File: config.mk
export PLATFORM = sky130hd
export DESIGN_NAME = aes256_ctr_sequencer
export DESIGN_NICKNAME = d
export VERILOG_FILES = /design/src/rtl/aes256_pkg.sv /design/src/rtl/aes_seq_pacer.sv /design/src/rtl/aes256_ctr_sequencer.sv
export SDC_FILE = /design/constraint.sdc
export NUM_CORES = 1
export LEC_CHECK = 0
export BUFFER_PORTS_ARGS = -buffer_cell sky130_fd_sc_hd__buf_2
export CAP_MARGIN = 5
export CORE_MARGIN = 4
export CORE_UTILIZATION = 40
export DETAILED_ROUTE_END_ITERATION = 8
export REMOVE_ABC_BUFFERS = 1
export SYNTH_ARGS = -nofsm -noshare
export SYNTH_HDL_FRONTEND = slang
export SYNTH_SLANG_ARGS = --single-unit
File: constraint.sdc
create_clock -name clock -period 2 [get_ports clock]
set_input_delay 0.2 -clock clock [delete_from_list [all_inputs] [get_ports clock]]
set_output_delay 0.2 -clock clock [all_outputs]
set_load 0.02 [all_outputs]
File: src/rtl/aes256_pkg.sv
// Shared definitions for the AES-256 CTR coprocessor: sequencer state
// encoding, default timing constants and the coprocessor register map.
package aes256_pkg;

    // Job sequencer states.
    typedef enum logic [2:0] {
        ST_IDLE    = 3'd0,
        ST_LDKEY   = 3'd1,
        ST_LDNONCE = 3'd2,
        ST_WAITIN  = 3'd3,
        ST_RUN     = 3'd4,
        ST_GAP     = 3'd5,
        ST_DRAIN   = 3'd6,
        ST_DONE    = 3'd7
    } seq_state_t;

    // Minimum cycles between run pulses (AES engine latency).
    localparam int AES_LAT_DEF   = 14;
    // Drain cycles allowed before the output FIFO is declared stuck.
    localparam int DRAIN_MAX_DEF = 64;

    // Coprocessor register map (byte addresses) used by aes256_coprocessor.
    localparam logic [7:0] REG_CTRL        = 8'h00;
    localparam logic [7:0] REG_STATUS      = 8'h04;
    localparam logic [7:0] REG_JOB_BLOCKS  = 8'h08;
    localparam logic [7:0] REG_BLOCKS_DONE = 8'h0C;
    localparam logic [7:0] REG_IRQ         = 8'h10;
    localparam logic [7:0] REG_KEY_BASE    = 8'h20;
    localparam logic [7:0] REG_NONCE_BASE  = 8'h40;

    // Counter width able to hold the larger of two load values.
    function automatic int pacer_width(input int a, input int b);
        int m;
        m = (a > b) ? a : b;
        return (m < 2) ? 1 : $clog2(m + 1);
    endfunction

endpackage

File: src/rtl/aes_seq_pacer.sv
// Loadable down-counter used by the sequencer to time the post-run gap and
// the output drain. zero_next flags that the decrement happening this cycle
// lands the count on zero, so the caller can leave its waiting state on the
// same edge the counter empties.
module aes_seq_pacer #(
    parameter int W = 8
) (
    input  logic         clock,
    input  logic         reset,
    input  logic         load,
    input  logic [W-1:0] load_value,
    input  logic         dec,
    output logic         zero_next
);

    logic [W-1:0] count_q;

    // Count register: load has priority over decrement; count floors at zero.
    // NOTE: clocked state is written with <= so every flop samples the
    // pre-edge values; a blocking = here would chain updates within one edge.
    always_ff @(posedge clock or posedge reset) begin
        if (reset) begin
            count_q <= '0;
        end else if (load) begin
            count_q <= load_value;
        end else if (dec && (count_q != '0)) begin
            count_q <= count_q - W'(1);
        end
    end

    assign zero_next = (count_q <= W'(1));

endmodule

File: src/rtl/aes256_ctr_sequencer.sv
// Job-level controller for the AES-256 CTR datapath. Loads key and nonce,
// issues one run pulse per available input block paced by the AES latency
// and output back-pressure, drains the output FIFO, then raises done_irq.
module aes256_ctr_sequencer
    import aes256_pkg::*;
#(
    parameter int CNTW      = 16,
    parameter int AES_LAT   = AES_LAT_DEF,
    parameter int DRAIN_MAX = DRAIN_MAX_DEF
) (
    input  logic            clock,
    input  logic            reset,
    input  logic            start,
    input  logic            abort,
    input  logic            key_dirty,
    input  logic [CNTW-1:0] job_blocks,
    input  logic            ibf_empty,
    input  logic            obf_full,
    input  logic            obf_empty,
    output logic            setkey,
    output logic            setnonce,
    output logic            run,
    output logic            dp_reset,
    output logic            key_loaded,
    output logic            busy,
    output logic            done_irq,
    output logic            err,
    output logic [CNTW-1:0] blocks_done
);

    localparam int PW = pacer_width(AES_LAT, DRAIN_MAX);

    seq_state_t      state_q;
    seq_state_t      state_d;
    logic [CNTW-1:0] target_q;
    logic [CNTW-1:0] blocks_done_q;
    logic            done_irq_q;
    logic            err_q;
    logic            dp_reset_q;

    logic            launch;
    logic            timeout;
    logic            enter_done;
    logic            gap_load;
    logic            gap_dec;
    logic            gap_last;
    logic            drain_load;
    logic            drain_dec;
    logic            drain_last;

    // Post-run spacing: loaded in RUN, counts down through GAP.
    aes_seq_pacer #(.W(PW)) u_gap_pacer (
        .clock      (clock),
        .reset      (reset),
        .load       (gap_load),
        .load_value (PW'(AES_LAT - 1)),
        .dec        (gap_dec),
        .zero_next  (gap_last)
    );

    // Drain timeout: loaded on entry to DRAIN, counts down each DRAIN cycle.
    aes_seq_pacer #(.W(PW)) u_drain_pacer (
        .clock      (clock),
        .reset      (reset),
        .load       (drain_load),
        .load_value (PW'(DRAIN_MAX)),
        .dec        (drain_dec),
        .zero_next  (drain_last)
    );

    // Next-state and pacer control; abort overrides every normal transition.
    // NOTE: every signal gets a default before the case so no path leaves one
    // unassigned, which would otherwise infer a latch.
    always_comb begin
        state_d    = state_q;
        launch     = 1'b0;
        timeout    = 1'b0;
        gap_load   = 1'b0;
        gap_dec    = 1'b0;
        drain_load = 1'b0;
        drain_dec  = 1'b0;

        case (state_q)
            ST_IDLE: begin
                if (start) begin
                    launch  = 1'b1;
                    state_d = key_dirty ? ST_LDKEY : ST_LDNONCE;
                end
            end
            ST_LDKEY: begin
                state_d = ST_LDNONCE;
            end
            ST_LDNONCE: begin
                state_d = (target_q == '0) ? ST_DONE : ST_WAITIN;
            end
            ST_WAITIN: begin
                if (blocks_done_q == target_q) begin
                    state_d    = ST_DRAIN;
                    drain_load = 1'b1;
                end else if (!ibf_empty && !obf_full) begin
                    state_d = ST_RUN;
                end
            end
            ST_RUN: begin
                gap_load = 1'b1;
                state_d  = ST_GAP;
            end
            ST_GAP: begin
                gap_dec = 1'b1;
                if (gap_last) begin
                    state_d = ST_WAITIN;
                end
            end
            ST_DRAIN: begin
                drain_dec = 1'b1;
                if (obf_empty) begin
                    state_d = ST_DONE;
                end else if (drain_last) begin
                    timeout = 1'b1;
                    state_d = ST_DONE;
                end
            end
            ST_DONE: begin
                state_d = ST_IDLE;
            end
            default: begin
                state_d = ST_IDLE;
            end
        endcase

        if (abort) begin
            state_d    = ST_IDLE;
            launch     = 1'b0;
            timeout    = 1'b0;
            gap_load   = 1'b0;
            drain_load = 1'b0;
        end
    end

    assign enter_done = (state_d == ST_DONE) && (state_q != ST_DONE);

    // State register.
    always_ff @(posedge clock or posedge reset) begin
        if (reset) begin
            state_q <= ST_IDLE;
        end else begin
            state_q <= state_d;
        end
    end

    // Job bookkeeping: target latch, progress count, interrupt, error, abort pulse.
    always_ff @(posedge clock or posedge reset) begin
        if (reset) begin
            target_q      <= '0;
            blocks_done_q <= '0;
            done_irq_q    <= 1'b0;
            err_q         <= 1'b0;
            dp_reset_q    <= 1'b0;
        end else begin
            dp_reset_q <= abort;

            if (launch) begin
                target_q      <= job_blocks;
                blocks_done_q <= '0;
                err_q         <= 1'b0;
            end else begin
                // A run already on the wire is counted even if abort arrives with it.
                if ((state_q == ST_RUN) && (blocks_done_q != target_q)) begin
                    blocks_done_q <= blocks_done_q + CNTW'(1);
                end
                if (timeout) begin
                    err_q <= 1'b1;
                end
            end

            if (abort || launch) begin
                done_irq_q <= 1'b0;
            end else if (enter_done) begin
                done_irq_q <= 1'b1;
            end
        end
    end

    // Control pulses are decoded straight from the state, so at most one is high.
    assign setkey      = (state_q == ST_LDKEY);
    assign key_loaded  = (state_q == ST_LDKEY);
    assign setnonce    = (state_q == ST_LDNONCE);
    assign run         = (state_q == ST_RUN);
    assign busy        = (state_q != ST_IDLE);
    assign dp_reset    = dp_reset_q;
    assign done_irq    = done_irq_q;
    assign err         = err_q;
    assign blocks_done = blocks_done_q;

endmodule

# Yosys cells after proc, flatten, opt, wreduce, memory -nomap -nowiden
# Index checks and enable logic that the tools add are counted.
# word_totals
reg_bits,52
wordCells,76
in_bits,24
out_inout_bits,24
# op_classes
add_sub_neg,3
n_eq_ne,11
magnitude_cmp,2
reduce_logical,18
n_mux,34
# op_table
cell,n
16-bit two-way mux,2
7-bit two-way mux,4
3-bit two-way mux,8
3-bit one-hot mux with 8 select lines,1
1-bit two-way mux,18
16-bit by 1-bit adder with 16-bit output (second input constant),1
16-bit equality test,1
16-bit zero test,1
16-bit != test,1
3-bit equality test (second input constant),5
7-bit by 1-bit <= comparator with 1-bit output (second input constant),2
7-bit nonzero test,2
7-bit by 1-bit subtractor with 7-bit output (second input constant),2
2-bit nonzero test,5
3-bit by 2-bit equality test with 1-bit output (second input constant),2
1-bit logical AND,5
3-bit by 1-bit equality test with 1-bit output (second input constant),1
3-bit zero test,1
3-bit != test (second input constant),1
3-bit nonzero test,1
1-bit zero test,2
2-bit two-way mux,1
1-bit logical OR,1

# Logic depth before layout (Yosys ltp)
# Gate-level depths: netlist (run 1).
# logic_depth
depth_word,10
depth_mapped,8
ltp_nobuf,8

# Modules after synthesis
# A second synthesis (run 1) with hierarchy kept.
# hier_totals
cells_unflattened,323
area_unflattened_um2,3129.3
# modules_own_cells
mod,cells_per_inst,seq_area_each_um2,n_inst,area_per_inst_um2
aes256_ctr_sequencer,205,950.9,1,2080.7
aes_seq_pacer,59,175.2,2,524.3

# Least setup slack after synthesis (run 1)
# OpenSTA, ideal clock, no wires.
# synth_timing
kind,flip-flop to flip-flop
from,register blocks_done_q[5] (netlist: blocks_done[5])
to,register done_irq_q (netlist: done_irq)
required_ns,1.908
path_stages_with_launch,8
synth_period_minus_slack_ns,1.977
slack_ns,0.023
setup_ns,0.092
n_path_buf,1
arrival_time_ns,1.885
cell_sequence,dfrtp_1 xor2_1 nor4_1 nand4_1 buf_6 nor4b_4 nor2_2 o31ai_2
# synth_between
elab_chain_len,7
# synth_lines
element,line,rtl
"start, declared",aes256_ctr_sequencer.sv:36,logic [CNTW-1:0] blocks_done_q;
"start signal, assigned",aes256_ctr_sequencer.sv:169,blocks_done_q <= blocks_done_q + CNTW'(1);
16-bit equality test,aes256_ctr_sequencer.sv:97,if (blocks_done_q == target_q) begin
3-bit two-way mux,aes256_ctr_sequencer.sv:97,
3-bit one-hot mux with 8 select lines,aes256_ctr_sequencer.sv:83,case (state_q)
3-bit two-way mux,aes256_ctr_sequencer.sv:131,if (abort) begin
3-bit equality test,aes256_ctr_sequencer.sv:140,assign enter_done = (state_d == ST_DONE) && (state_q != ST_DONE);
1-bit logical AND,aes256_ctr_sequencer.sv:140,
2-bit nonzero test (no source line),--,
"end signal, assigned",aes256_ctr_sequencer.sv:156,done_irq_q <= 1'b0;
"end signal, assigned",aes256_ctr_sequencer.sv:177,done_irq_q <= 1'b0;
"end signal, assigned",aes256_ctr_sequencer.sv:179,done_irq_q <= 1'b1;
"end, declared",aes256_ctr_sequencer.sv:37,logic done_irq_q;
# No other way between the ends.
# A chain may end at the register's enable or synchronous reset.

# Worst setup path in the final report (run 1)
# layout_timing
from,register state_q[1]
to,register blocks_done_q[13] (netlist: blocks_done[13])
# layout_between
elab_chain_len,4
word_cells_on_any_way,7
cone_classes,1 x eq/ne; 3 x mux; 3 x reduce/logical
# layout_lines
element,line,rtl
"start, declared",aes256_ctr_sequencer.sv:33,seq_state_t state_q;
"start signal, assigned",aes256_ctr_sequencer.sv:147,state_q <= state_d;
3-bit zero test,aes256_ctr_sequencer.sv:83,
1-bit two-way mux,aes256_ctr_sequencer.sv:83,
1-bit two-way mux,aes256_ctr_sequencer.sv:131,
16-bit two-way mux or 2-bit nonzero test (tied branches),--,
# Parallel ways exist; a longest one is shown, timed or not.

==> results of run 1 <==
-- cells by family after synthesis --
group | synth area share
muxes | 0.01849
DFF | 0.4691
and+or+nand+nor | 0.2774
adders and majority gates | 0.02255
buffers and inverters | 0.03789
xor gates and xnor gates | 0.09788
AOI/OAI and AO/OA | 0.07669
-- Yosys cell counts (3+ instances only) --
cell,count
nand2_1,66
a21oi_1,10
nor4_1,7
ha_1,5
nand3b_1,3
o31ai_1,3
or3_1,5
nor3b_1,3
mux2i_1,4
clkbuf_1,6
xor2_1,28
dfrtp_1,52
xnor2_1,3
o21ai_0,6
nor3_1,7
nand3_1,10
or4_1,3
nor2_1,30
nand4_1,6
inv_1,10
-- cell usage in the layout, fill, tap and decap left out, types with 5 or more instances in the layout --
master	instances
nor4_1	6
or3_1	5
o21ai_0	6
ha_1	5
inv_1	9
clkbuf_8	5
nand4_1	6
nand2_1	66
nor3_1	7
nor2_1	27
a21oi_1	6
dfrtp_1	48
buf_2	47
xor2_1	27
buf_4	25
nand3_1	10
-- worst max-delay path, cell delays in order, from the launching register on --
cell,delay [ns]
dfrtp_1,0.46
nand2b_1,0.26
nor2_2,0.24
nand4_1,0.18
or4b_2,0.63
nand2_1,0.08
-- per-layer routing --
layer	track usage	up-vias	routed length [um]
met1	0.2357	1104	3266
met4	0.04523	0	82
li1	-	1163	-
met3	0.03314	6	236
met5	0	-	0
met2	0.2600	42	3038
-- worst max path at each step --
stage,startpoint,end,slack [ns],cells past startpoint
floorplan,state_q[0]$_DFF_PP0_,blocks_done[13]$_DFFE_PP0P_,-0.43,5
global placement,blocks_done[8]$_DFFE_PP0P_,u_drain_pacer.count_q[5]$_DFFE_PP0P_,0.06,7
detailed placement,blocks_done[8]$_DFFE_PP0P_,u_drain_pacer.count_q[5]$_DFFE_PP0P_,0.06,7
CTS,blocks_done[8]$_DFFE_PP0P_,u_drain_pacer.count_q[5]$_DFFE_PP0P_,0.05,7
global route,blocks_done[12]$_DFFE_PP0P_,u_drain_pacer.count_q[0]$_DFFE_PP0P_,-0.05,7
finish,state_q[1]$_DFF_PP0_,blocks_done[13]$_DFFE_PP0P_,0.09,5
-- through the flow --
stage / area (um^2) / hold WS (ns) / std cells / TNS [ns] / utilization
after floorplan: 2706 / 0.2314 / 291 / -7.784 / -
final: 3367 / 0.08112 / 450 / 0 / 0.4983
after global placement: 3209 / 0.3906 / 440 / 0 / 0.4750
after CTS: 3278 / 0.06774 / 445 / 0 / 0.4852
after global routing: 3367 / 0.07866 / 450 / -0.4021 / 0.4983
after detailed placement: 3209 / 0.3920 / 440 / 0 / 0.4750
-- area by class of cell --
type,instances,area [um^2]
clock buffers,5,68.82
fillers,664,3390
inverters,10,37.54
multi-input cells,229,1409
flip-flops and latches,52,1306
well taps,80,100.1
repair buffers,74,445.4
-- registers in the layout (all words and copies together), names as in the netlist --
signal,count
dp_reset,1
u_gap_pacer.count_q,7
done_irq,1
u_drain_pacer.count_q,7
err,1
blocks_done,16
target_q,16
state_q,3
-- power breakdown --
group          switching (uW)  internal [uW]
sequential                207           1230
clock                     327            227
combinational             381            312
-- timing repair --
action                     CTS  global route
gates resized for setup      0            15
setup buffers                0             5
setup endpoints to repair    0            15
==> summary.md, run 1 <==
| Metric | Value |
|---|---|
| Ys async rst share | `1.000` |
| N_diodes | `0` |
| Area Overhead vs Synth | `21.38%` |
| Die ar. | `8331 um^2` |
| Synth top area share | `0.4691` |
| Fin. Hold Viols | `0` |
| Worst setup EP type | `flip-flop` |
| Fraction of layout cells with a size suffix above 1 | `0.2838` |
| 1st-pass router iterations | `4` |
| Actual slew at the worst max-slew pin | `0.6828 ns` |
| Leakage | `0.001698 uW` |
| VDD IR-drop max | `0.3615 mV` |
| HPWL after detailed placement | `4748 um` |
| Crit path kind | `flip-flop to flip-flop` |
| Slew HR | `0.5448` |
| Hold Path Class | `input pin to async pin` |
| CTS Hold Bufs | `0` |
| Aggregate global-route resource usage | `0.1666` |
| R2R depth | `5` |
| GRT overflow | `0` |
| Post-Place Worst Slack | `0.05677 ns` |
| Die Span X | `91.28 um` |
| Final number of setup-violating endpoints | `0` |
| Reg-to-Reg End | `blocks_done[13]$_DFFE_PP0P_` |
| WL per Instance | `14.72 um` |
| CTS Buffer Depth | `2` |
| Root Driver | `clkbuf_8` |
| Routed wire length | `6623 um` |
| GP Congestion | `0.7964` |
| Yosys warns | `0` |
| TritonCTS clock tree | `built` |
| Reg-to-reg startpoint | `state_q[1]$_DFF_PP0_` |
| Residual DRC | `0` |
| Antenna-violating nets left | `0` |
| Number of synthesized flops with an enable pin | `0` |
| Area leader, netlist | `dfrtp_1` |
| Clk slew on worst S/H paths | `0.09 ns` |
| Final WS setup | `0.08648 ns` |
| # nets final | `401` |
| Seq/Total Area, Yosys | `0.4691` |
| Initial antenna violation count | `0` |
| Worst-path maximum fanout | `7` |
| DIE HEIGHT | `91.28 um` |
| Worst Clk Skew | `0.005887 ns` |
| Initial drt markers | `110` |
| Initial core utilization | `0.4106` |
| Port Buffer Count | `47` |
| Max-slew violation count | `0` |
| Largest net degree at the start of global routing | `53` |
| First-pass GRT wire length | `11190 um` |
| Mapped Area | `2774 um^2` |
| Ranking of synthesized cells by area | `dfrtp_1 47%, nand2_1 8.9%, xor2_1 8.8%` |
| RSZ-0062 raised after global routing | `yes` |
| Critical Path RT | `2.24 ns` |
| CP Launch Type | `flip-flop` |
| Crit path arrival time | `2.16 ns` |
| Num CTS Buffers | `5` |
| Period Utilization, post-route | `0.9568` |
| Post-synth top flop | `dfrtp_1` |
| Synthesized instance count | `302` |
| Number of H-tree levels | `2` |
| Highest Clock Rate | `522.6 MHz` |
| Vias in the first global route | `2309` |
| Pwr Density | `798.5 nW/um^2` |
| Clock latency at the later pin of the worst-skew pair | `0.30 ns` |
| Yosys reg bits | `52` |
| Vias per inst | `5.144` |
| R2R Setup Slk | `0.09 ns` |
| Core area | `6756 um^2` |
| Max-cap violations | `0` |
| Vias | `2315` |
| Ports | `48` |
| Syn_area_per_cell | `9.185 um^2` |
| Pwr Total | `2688 uW` |
| Number of distinct library cells after synthesis | `46` |
| TritonCTS sink count | `52` |
| Std cell rows | `30` |
| Final min period | `1.914 ns` |
| Outcome | `finished clean` |
Power figures use the tool's default switching activity.
==> run 2: changes to the inputs <==
REMOVE_ABC_BUFFERS = unset   (was 1)
==> run 2 against run 1 <==
Cell area up 1.2%. Global-route usage about the same. Flip-flop and latch count did not move. Sequential power hardly changed. Via count up 0.43%. Sequential share of layout area fell by 0.57 points. Total power increased by 2.4%. Routed wire length is 1.5% lower. Critical path depth rose by 2. Core utilization grew 0.59 points. Hold slack better by 0.0095 ns. Maximum frequency grew 1.7%. Largest cell class unchanged.
==> summary.md, run 2 (synthesized netlist as in run 1, its figures left out) <==
| Metric | Value |
|---|---|
| Outcome | `finished clean` |
| Fin. Hold Viols | `0 (unchanged)` |
| Clock network power share | `0.233 (+0.027)` |
| Sw Share | `0.3293 (-0.01103)` |
| Slew HR | `0.6658 (+0.1210)` |
| Clock latency at the later pin of the worst-skew pair | `0.30 ns (about the same)` |
| Largest net degree at the start of global routing | `24 (-55%)` |
| Actual slew at the worst max-slew pin | `0.4968 ns (-0.1860 ns)` |
| CP Launch Type | `flip-flop` |
| Area of the multi-input gates | `1404 um^2 (-0.35%)` |
| Pint | `1847 uW (+4.2%)` |
| Worst Clk Skew | `0.006876 ns (+0.0009885 ns)` |
| Fraction of layout cells with a size suffix above 1 | `0.2781 (-0.005709)` |
| VDD IR-drop max | `0.4179 mV (+16%)` |
| Comb pwr share | `0.246 (-0.012)` |
| TritonCTS clock tree | `built` |
| GP Congestion | `0.8875 (+11%)` |
| Port Buffer Count | `47 (unchanged)` |
| Hold Crit Depth | `3` |
| Initial antenna violation count | `0 (unchanged)` |
| Num CTS Buffers | `5 (unchanged)` |
| Leakage | `0.001731 uW (+1.9%)` |
| Area Overhead vs Synth | `22.82%` |
| First-pass GRT wire length | `11210 um (+0.13%)` |
| Crit path kind | `flip-flop to flip-flop` |
| Placed insts | `444 (+0.91%)` |
| Commonest non-fill, non-tap cell in the layout | `nand2_1` |
| Period Utilization, post-route | `0.9404 (-0.01635)` |
| Vias per inst | `5.121 (-0.45%)` |
| Number of H-tree levels | `2 (unchanged)` |
| Max-slew violation count | `0 (unchanged)` |
| GRT overflow | `0 (unchanged)` |
| Reg-to-reg startpoint | `blocks_done[8]$_DFFE_PP0P_` |
| Std cell rows | `30 (unchanged)` |
| DIE HEIGHT | `91.28 um (unchanged)` |
| Final min period | `1.881 ns (-0.03270 ns)` |
| Routed wire length | `6521 um (-1.5%)` |
| Ports | `48 (unchanged)` |
| Setup TNS | `0 ns (unchanged)` |
| Leading cell types in the layout, fill and taps excluded | `65 x nand2_1, 51 x dfrtp_1, 47 x buf_2, 28 x nor2_1, 27 x xor2_1` |
| Highest Clock Rate | `531.7 MHz (+1.7%)` |
| Clk slew on worst S/H paths | `0.09 ns (about the same)` |
| N_diodes | `0 (unchanged)` |
| # nets final | `403 (+0.50%)` |
| Residual DRC | `0 (unchanged)` |
| WL per Instance | `14.36 um (-2.4%)` |
| Die Span X | `91.28 um (unchanged)` |
| Initial core utilization | `0.4106 (unchanged)` |
| Hold endpoint | `target_q[13]$_DFFE_PP0P_` |
| Reg-to-Reg End | `blocks_done[14]$_DFFE_PP0P_` |
| Worst-path maximum fanout | `4 (-3)` |
| Vias in the first global route | `2329 (+0.87%)` |
| Pwr Density | `808.3 nW/um^2 (+1.2%)` |
| HP Start | `job_blocks[13]` |
| Die ar. | `8331 um^2 (unchanged)` |
| Antenna-violating nets left | `0 (unchanged)` |
| Max-cap violations | `0 (unchanged)` |
| CTS Buffer Depth | `2 (unchanged)` |
| FILL cells | `661 (-0.45%)` |
| 1st-pass router iterations | `4 (unchanged)` |
| R2R Setup Slk | `0.12 ns (+0.03 ns)` |
| Syn nets | `331` |
| Post-Place Worst Slack | `0.08351 ns (+0.02674 ns)` |
| Core area | `6756 um^2 (unchanged)` |
| Hold Path Class | `input pin to flip-flop` |
| Final WS setup | `0.1192 ns (+0.03270 ns)` |
| Root Driver | `clkbuf_8` |
| HPWL after detailed placement | `5028 um (+5.9%)` |
| Sw Pwr | `906.9 uW (-0.88%)` |
| Crit path arrival time | `2.11 ns (-0.05 ns)` |
| Worst setup EP type | `flip-flop` |
| Storage cell area | `1303 um^2 (-0.29%)` |
| Non-Filler Instances | `454 (+0.89%)` |
| Vias | `2325 (+0.43%)` |
| Sequential share of power | `0.521 (-0.015)` |
| Aggregate global-route resource usage | `0.1663 (-0.0003227)` |
| TritonCTS sink count | `52 (unchanged)` |
| Final number of setup-violating endpoints | `0 (unchanged)` |
| R2R depth | `7 (+2)` |
| Critical Path RT | `2.23 ns (about the same)` |
| Post-route core utilization | `0.5043 (+0.005926)` |
| Initial drt markers | `86 (-22%)` |
run 2: cell types whose count changed in the layout (fill, tap and decap cells not counted), moves of 2 or more:
cell	previous run	this run
a21oi_2	4	1
dfrtp_2	4	1
a21oi_1	6	9
dfrtp_1	48	51
clkbuf_8	5	7
run 2: power by group through the flow:
stage               Clock (uW)  Combinational [uW]  Sequential [uW]
CTS                        662                 669             1430
global placement             0                 651             1450
global route               709                 784             1460
floorplan                    0                 491             1410
finish                     640                 678             1440
detailed placement           0                 661             1450
run 2: repair_timing:
item	CTS	global route
resized for setup	0	12
setup buffers	0	2
hold buffers	1	0
endpoints found under the hold margin	21	0
endpoints found under the setup margin	0	16
run 2: area by class of cell:
type                       instances  area share
clock buffer                       7     0.02828
inverter                          10     0.01102
multi-input combinational        229      0.4120
sequential                        52      0.3823
tap                               80     0.02938
timing repair buffer              76      0.1370
run 2: critical path: stages (launching register included):
cell and delay, ns:
dfrtp_1 0.41, buf_6 0.13, and4_4 0.23, nand4_1 0.15
nor2_2 0.20, nand2_2 0.08, or4_4 0.48, a21oi_2 0.14
run 2: stage by stage:
| step | hold WS, ns | instance area (um^2) | total power, uW |
|---|---|---|---|
| global placement | 0.2521 | 3239 | 2099 |
| detailed placement | 0.2581 | 3239 | 2113 |
| floorplan | 0.2314 | 2774 | 1900 |
| finish | 0.09062 | 3407 | 2754 |
| CTS | 0.07928 | 3346 | 2762 |
| global route | 0.08136 | 3407 | 2956 |
run 2: worst max-delay path by stage:
stage / start / endpoint / cells past startpoint
6_report: blocks_done[8]$_DFFE_PP0P_ / blocks_done[14]$_DFFE_PP0P_ / 7
5_1_grt: target_q[3]$_DFFE_PP0P_ / u_drain_pacer.count_q[4]$_DFFE_PP0P_ / 7
2_1_floorplan: blocks_done[5]$_DFFE_PP0P_ / done_irq$_DFFE_PP0P_ / 7
4_1_cts: blocks_done[8]$_DFFE_PP0P_ / blocks_done[14]$_DFFE_PP0P_ / 7
3_5_place_dp: blocks_done[8]$_DFFE_PP0P_ / blocks_done[14]$_DFFE_PP0P_ / 7
3_3_place_gp: blocks_done[8]$_DFFE_PP0P_ / blocks_done[14]$_DFFE_PP0P_ / 7
run 2: routing by layer:
| layer | vias up | track usage | share of wire |
|---|---|---|---|
| met5 | - | 0 | 0 |
| met4 | 0 | 0.04397 | 0.015 |
| met3 | 8 | 0.03977 | 0.046 |
| met2 | 49 | 0.2594 | 0.46 |
| met1 | 1101 | 0.2320 | 0.48 |
| li1 | 1167 | - | - |
==> run 3: changes to the inputs <==
ABC_AREA = 1   (was unset)
==> run 3 against run 2 <==
Maximum frequency increased by 5.8%. Combinational power up 78%. Non-clock buffer count fell by 24. Core utilization down 2.8 points. Sequential share of layout area decreased by 0.35 points. Die area increased by 6.3%. Register-to-register slack better by 0.10 ns. Critical endpoint unchanged.
==> summary.md, run 3 <==
| Metric | Value |
|---|---|
| Period Utilization, post-route | `0.8891 (-0.05128)` |
| Final min period | `1.778 ns (-0.1026 ns)` |
| Worst-path maximum fanout | `12 (+8)` |
| Initial core utilization | `0.4110 (+0.0004747)` |
| Critical Path RT | `2.26 ns (+0.03 ns)` |
| Number of synthesized flops with an enable pin | `0 (unchanged)` |
| Post-Place Worst Slack | `0.2273 ns (+0.1438 ns)` |
| Area Overhead vs Synth | `15.95%` |
| Aggregate global-route resource usage | `0.1598 (-0.006538)` |
| Area leader, netlist | `dfrtp_1` |
| Num CTS Buffers | `5 (unchanged)` |
| Worst Clk Skew | `0.008981 ns (+0.002106 ns)` |
| Synthesized instance count | `417 (+38%)` |
| Root Driver | `clkbuf_8` |
| Leakage | `0.001741 uW (+0.55%)` |
| WL per Instance | `11.97 um (-17%)` |
| Synth cell count leaders | `121 x nand2_1, 59 x inv_1, 52 x dfrtp_1, 49 x nor2_1, 28 x o21ai_0` |
| GP Congestion | `0.8848 (-0.30%)` |
| Ranking of synthesized cells by area | `dfrtp_1 44%, nand2_1 15%, inv_1 7.5%` |
| Synth top area share | `0.4388 (-0.03028)` |
| Most frequent cell after synthesis | `nand2_1` |
| CTS Buffer Depth | `2 (unchanged)` |
| Number of H-tree levels | `2 (unchanged)` |
| Met2 Use GR | `0.2732 (+0.01386)` |
| Pwr Density | `993.5 nW/um^2 (+23%)` |
| HP Start | `abort` |
| Worst setup EP type | `flip-flop` |
| Actual slew at the worst max-slew pin | `0.3959 ns (-0.1009 ns)` |
| Largest net degree at the start of global routing | `38 (+58%)` |
| Fraction of layout cells with a size suffix above 1 | `0.1741 (-0.1040)` |
| Vias | `2717 (+17%)` |
| HPWL after detailed placement | `5269 um (+4.8%)` |
| Std cell rows | `31 (+3.3%)` |
| DIE HEIGHT | `94.10 um (+3.1%)` |
| Syn nets | `446 (+35%)` |
| Seq/Total Area, Yosys | `0.4388 (-0.03028)` |
| Yosys warns | `0 (unchanged)` |
| Routed wire length | `6823 um (+4.6%)` |
| Initial antenna violation count | `0 (unchanged)` |
| 1st-pass router iterations | `4 (unchanged)` |
| Max-cap violations | `0 (unchanged)` |
| Hold Path Class | `input pin to flip-flop` |
| Number of distinct library cells after synthesis | `33 (-28%)` |
| Core area | `7214 um^2 (+6.8%)` |
| Syn_area_per_cell | `7.111 um^2 (-23%)` |
| Antenna-violating nets left | `0 (unchanged)` |
| TritonCTS clock tree | `built` |
| Leading cell types in the layout, fill and taps excluded | `121 x nand2_1, 58 x inv_1, 51 x dfrtp_1, 49 x nor2_1, 47 x buf_2` |
| Initial drt markers | `84 (-2.3%)` |
| Outcome | `finished clean` |
| Commonest non-fill, non-tap cell in the layout | `nand2_1` |
| Ports | `48 (unchanged)` |
| VDD IR-drop max | `0.4387 mV (+5.0%)` |
| GRT overflow | `0 (unchanged)` |
| N_diodes | `0 (unchanged)` |
| Max-slew violation count | `0 (unchanged)` |
| Reg-to-reg startpoint | `state_q[0]$_DFF_PP0_` |
| Global Route met1 Usage | `0.2070 (-0.02505)` |
| Final WS setup | `0.2218 ns (+0.1026 ns)` |
| GRT busiest layer | `met2` |
| Slew HR | `0.7357 (+0.06991)` |
| Port Buffer Count | `47 (unchanged)` |
| Final number of setup-violating endpoints | `0 (unchanged)` |
| TritonCTS sink count | `52 (unchanged)` |
| Clk slew on worst S/H paths | `0.10 ns (about the same)` |
| Crit path arrival time | `2.04 ns (-0.07 ns)` |
| RSZ-0062 raised after global routing | `no` |
| Highest Clock Rate | `562.4 MHz (+5.8%)` |
| Crit path kind | `flip-flop to flip-flop` |
| Die ar. | `8855 um^2 (+6.3%)` |
| Residual DRC | `0 (unchanged)` |
| Clock latency at the later pin of the worst-skew pair | `0.31 ns (about the same)` |
| Post-synth top flop | `dfrtp_1` |
| FILL cells | `754 (+14%)` |
| Mapped Area | `2965 um^2 (+6.9%)` |
| Fin. Hold Viols | `0 (unchanged)` |
| Die Span X | `94.10 um (+3.1%)` |
| Met3 Resource Use GR | `0.03365 (-0.006114)` |
| First-pass GRT wire length | `11390 um (+1.7%)` |
| CP Launch Point | `state_q[0]$_DFF_PP0_` |
| # nets final | `499 (+24%)` |
| Yosys reg bits | `52 (unchanged)` |
| Vias per inst | `4.767 (-6.9%)` |
| Vias in the first global route | `2587 (+11%)` |
| Setup TNS | `0 ns (unchanged)` |
| CP Launch Type | `flip-flop` |
| Ys async rst share | `1.000 (unchanged)` |
-- run 3: cell count changes in the layout (fill, tap and decap cells not counted), sizes merged, moves of 5 or more --
cell	before	now
buf	75	51
or3	5	0
nor2	32	54
o21ai	6	38
nand2	66	124
nor4	9	1
xor2	28	3
nand3	10	22
inv	10	69
-- run 3: final timing paths --
kind | to | slack, ns | cells after the start
max in group asynchronous | target_q[4]$_DFFE_PP0P_ | 0.98 | 4
worst max register to register | blocks_done[14]$_DFFE_PP0P_ | 0.22 | 10
worst min register to register | u_drain_pacer.count_q[3]$_DFFE_PP0P_ | 0.50 | 1
worst min-delay path | dp_reset$_DFF_PP0_ | 0.07 | 1
worst max-delay path | blocks_done[14]$_DFFE_PP0P_ | 0.22 | 10
min in group asynchronous | err$_DFFE_PP0P_ | 0.41 | 3
-- run 3: logic make-up after synthesis --
family,Yosys count,synth area share
buffers and inverters,75,0.09916
AND/OR/NAND/NOR,218,0.3139
XOR/XNOR,3,0.008862
AO/OA/AOI/OAI,64,0.1182
adder cells (fa/ha/maj),5,0.02110
flip-flops,52,0.4388
-- run 3: routing by layer --
| metal | up-vias | wire length [um] |
|---|---|---|
| met3 | 10 | 314 |
| met5 | - | 0 |
| met1 | 1240 | 3252 |
| met4 | 0 | 72 |
| li1 | 1423 | - |
| met2 | 44 | 3184 |
-- run 3: what timing repair did --
action / 4_1_cts / 5_1_grt
gates resized for setup: 0 / 2
hold buffers: 1 / 0
endpoints found under the setup margin: 0 / 1
buffers inserted: 0 / 0
endpoints found under the hold margin: 16 / 0
-- run 3: power breakdown --
part,total [uW],switching (uW),leakage [uW],internal (uW)
logic,1210,774,0.00103,441
registers,1560,221,0.000662,1340
clock network,638,361,0.0000510,277
total,3420,1360,0.00174,2060
-- run 3: cell type report --
| cell class | count | area [um^2] | area share |
|---|---|---|---|
| Multi-Input combinational cell | 290 | 1370 | 0.3985 |
| Clock buffer | 6 | 82.58 | 0.02402 |
| Clock inverter | 2 | 10.01 | 0.002911 |
| Timing Repair Buffer | 52 | 287.8 | 0.08370 |
| Sequential cell | 52 | 1303 | 0.3788 |
| Inverter | 69 | 261.5 | 0.07606 |
| Tap cell | 99 | 123.9 | 0.03603 |
-- run 3: critical path, stage by stage, from the launching register on --
cell and delay (ns):
dfrtp_2 0.47, nor3_2 0.23, inv_2 0.06, nor2_1 0.11, inv_2 0.05, nor2_2 0.19
inv_4 0.12, nand2_4 0.15, nand3_2 0.08, a21oi_1 0.13, o21a_1 0.12
-- run 3: metrics by stage --
step | instance area [um^2] | std cells | hold WS (ns) | util | power (uW)
detailed placement | 3332 | 561 | 0.2159 | 0.4618 | 2806
finish | 3438 | 570 | 0.07103 | 0.4766 | 3416
CTS | 3435 | 570 | 0.06511 | 0.4761 | 3450
floorplan | 2965 | 417 | 0.2314 | - | 2467
global placement | 3332 | 561 | 0.2120 | 0.4618 | 2779
global route | 3438 | 570 | 0.05883 | 0.4766 | 3713
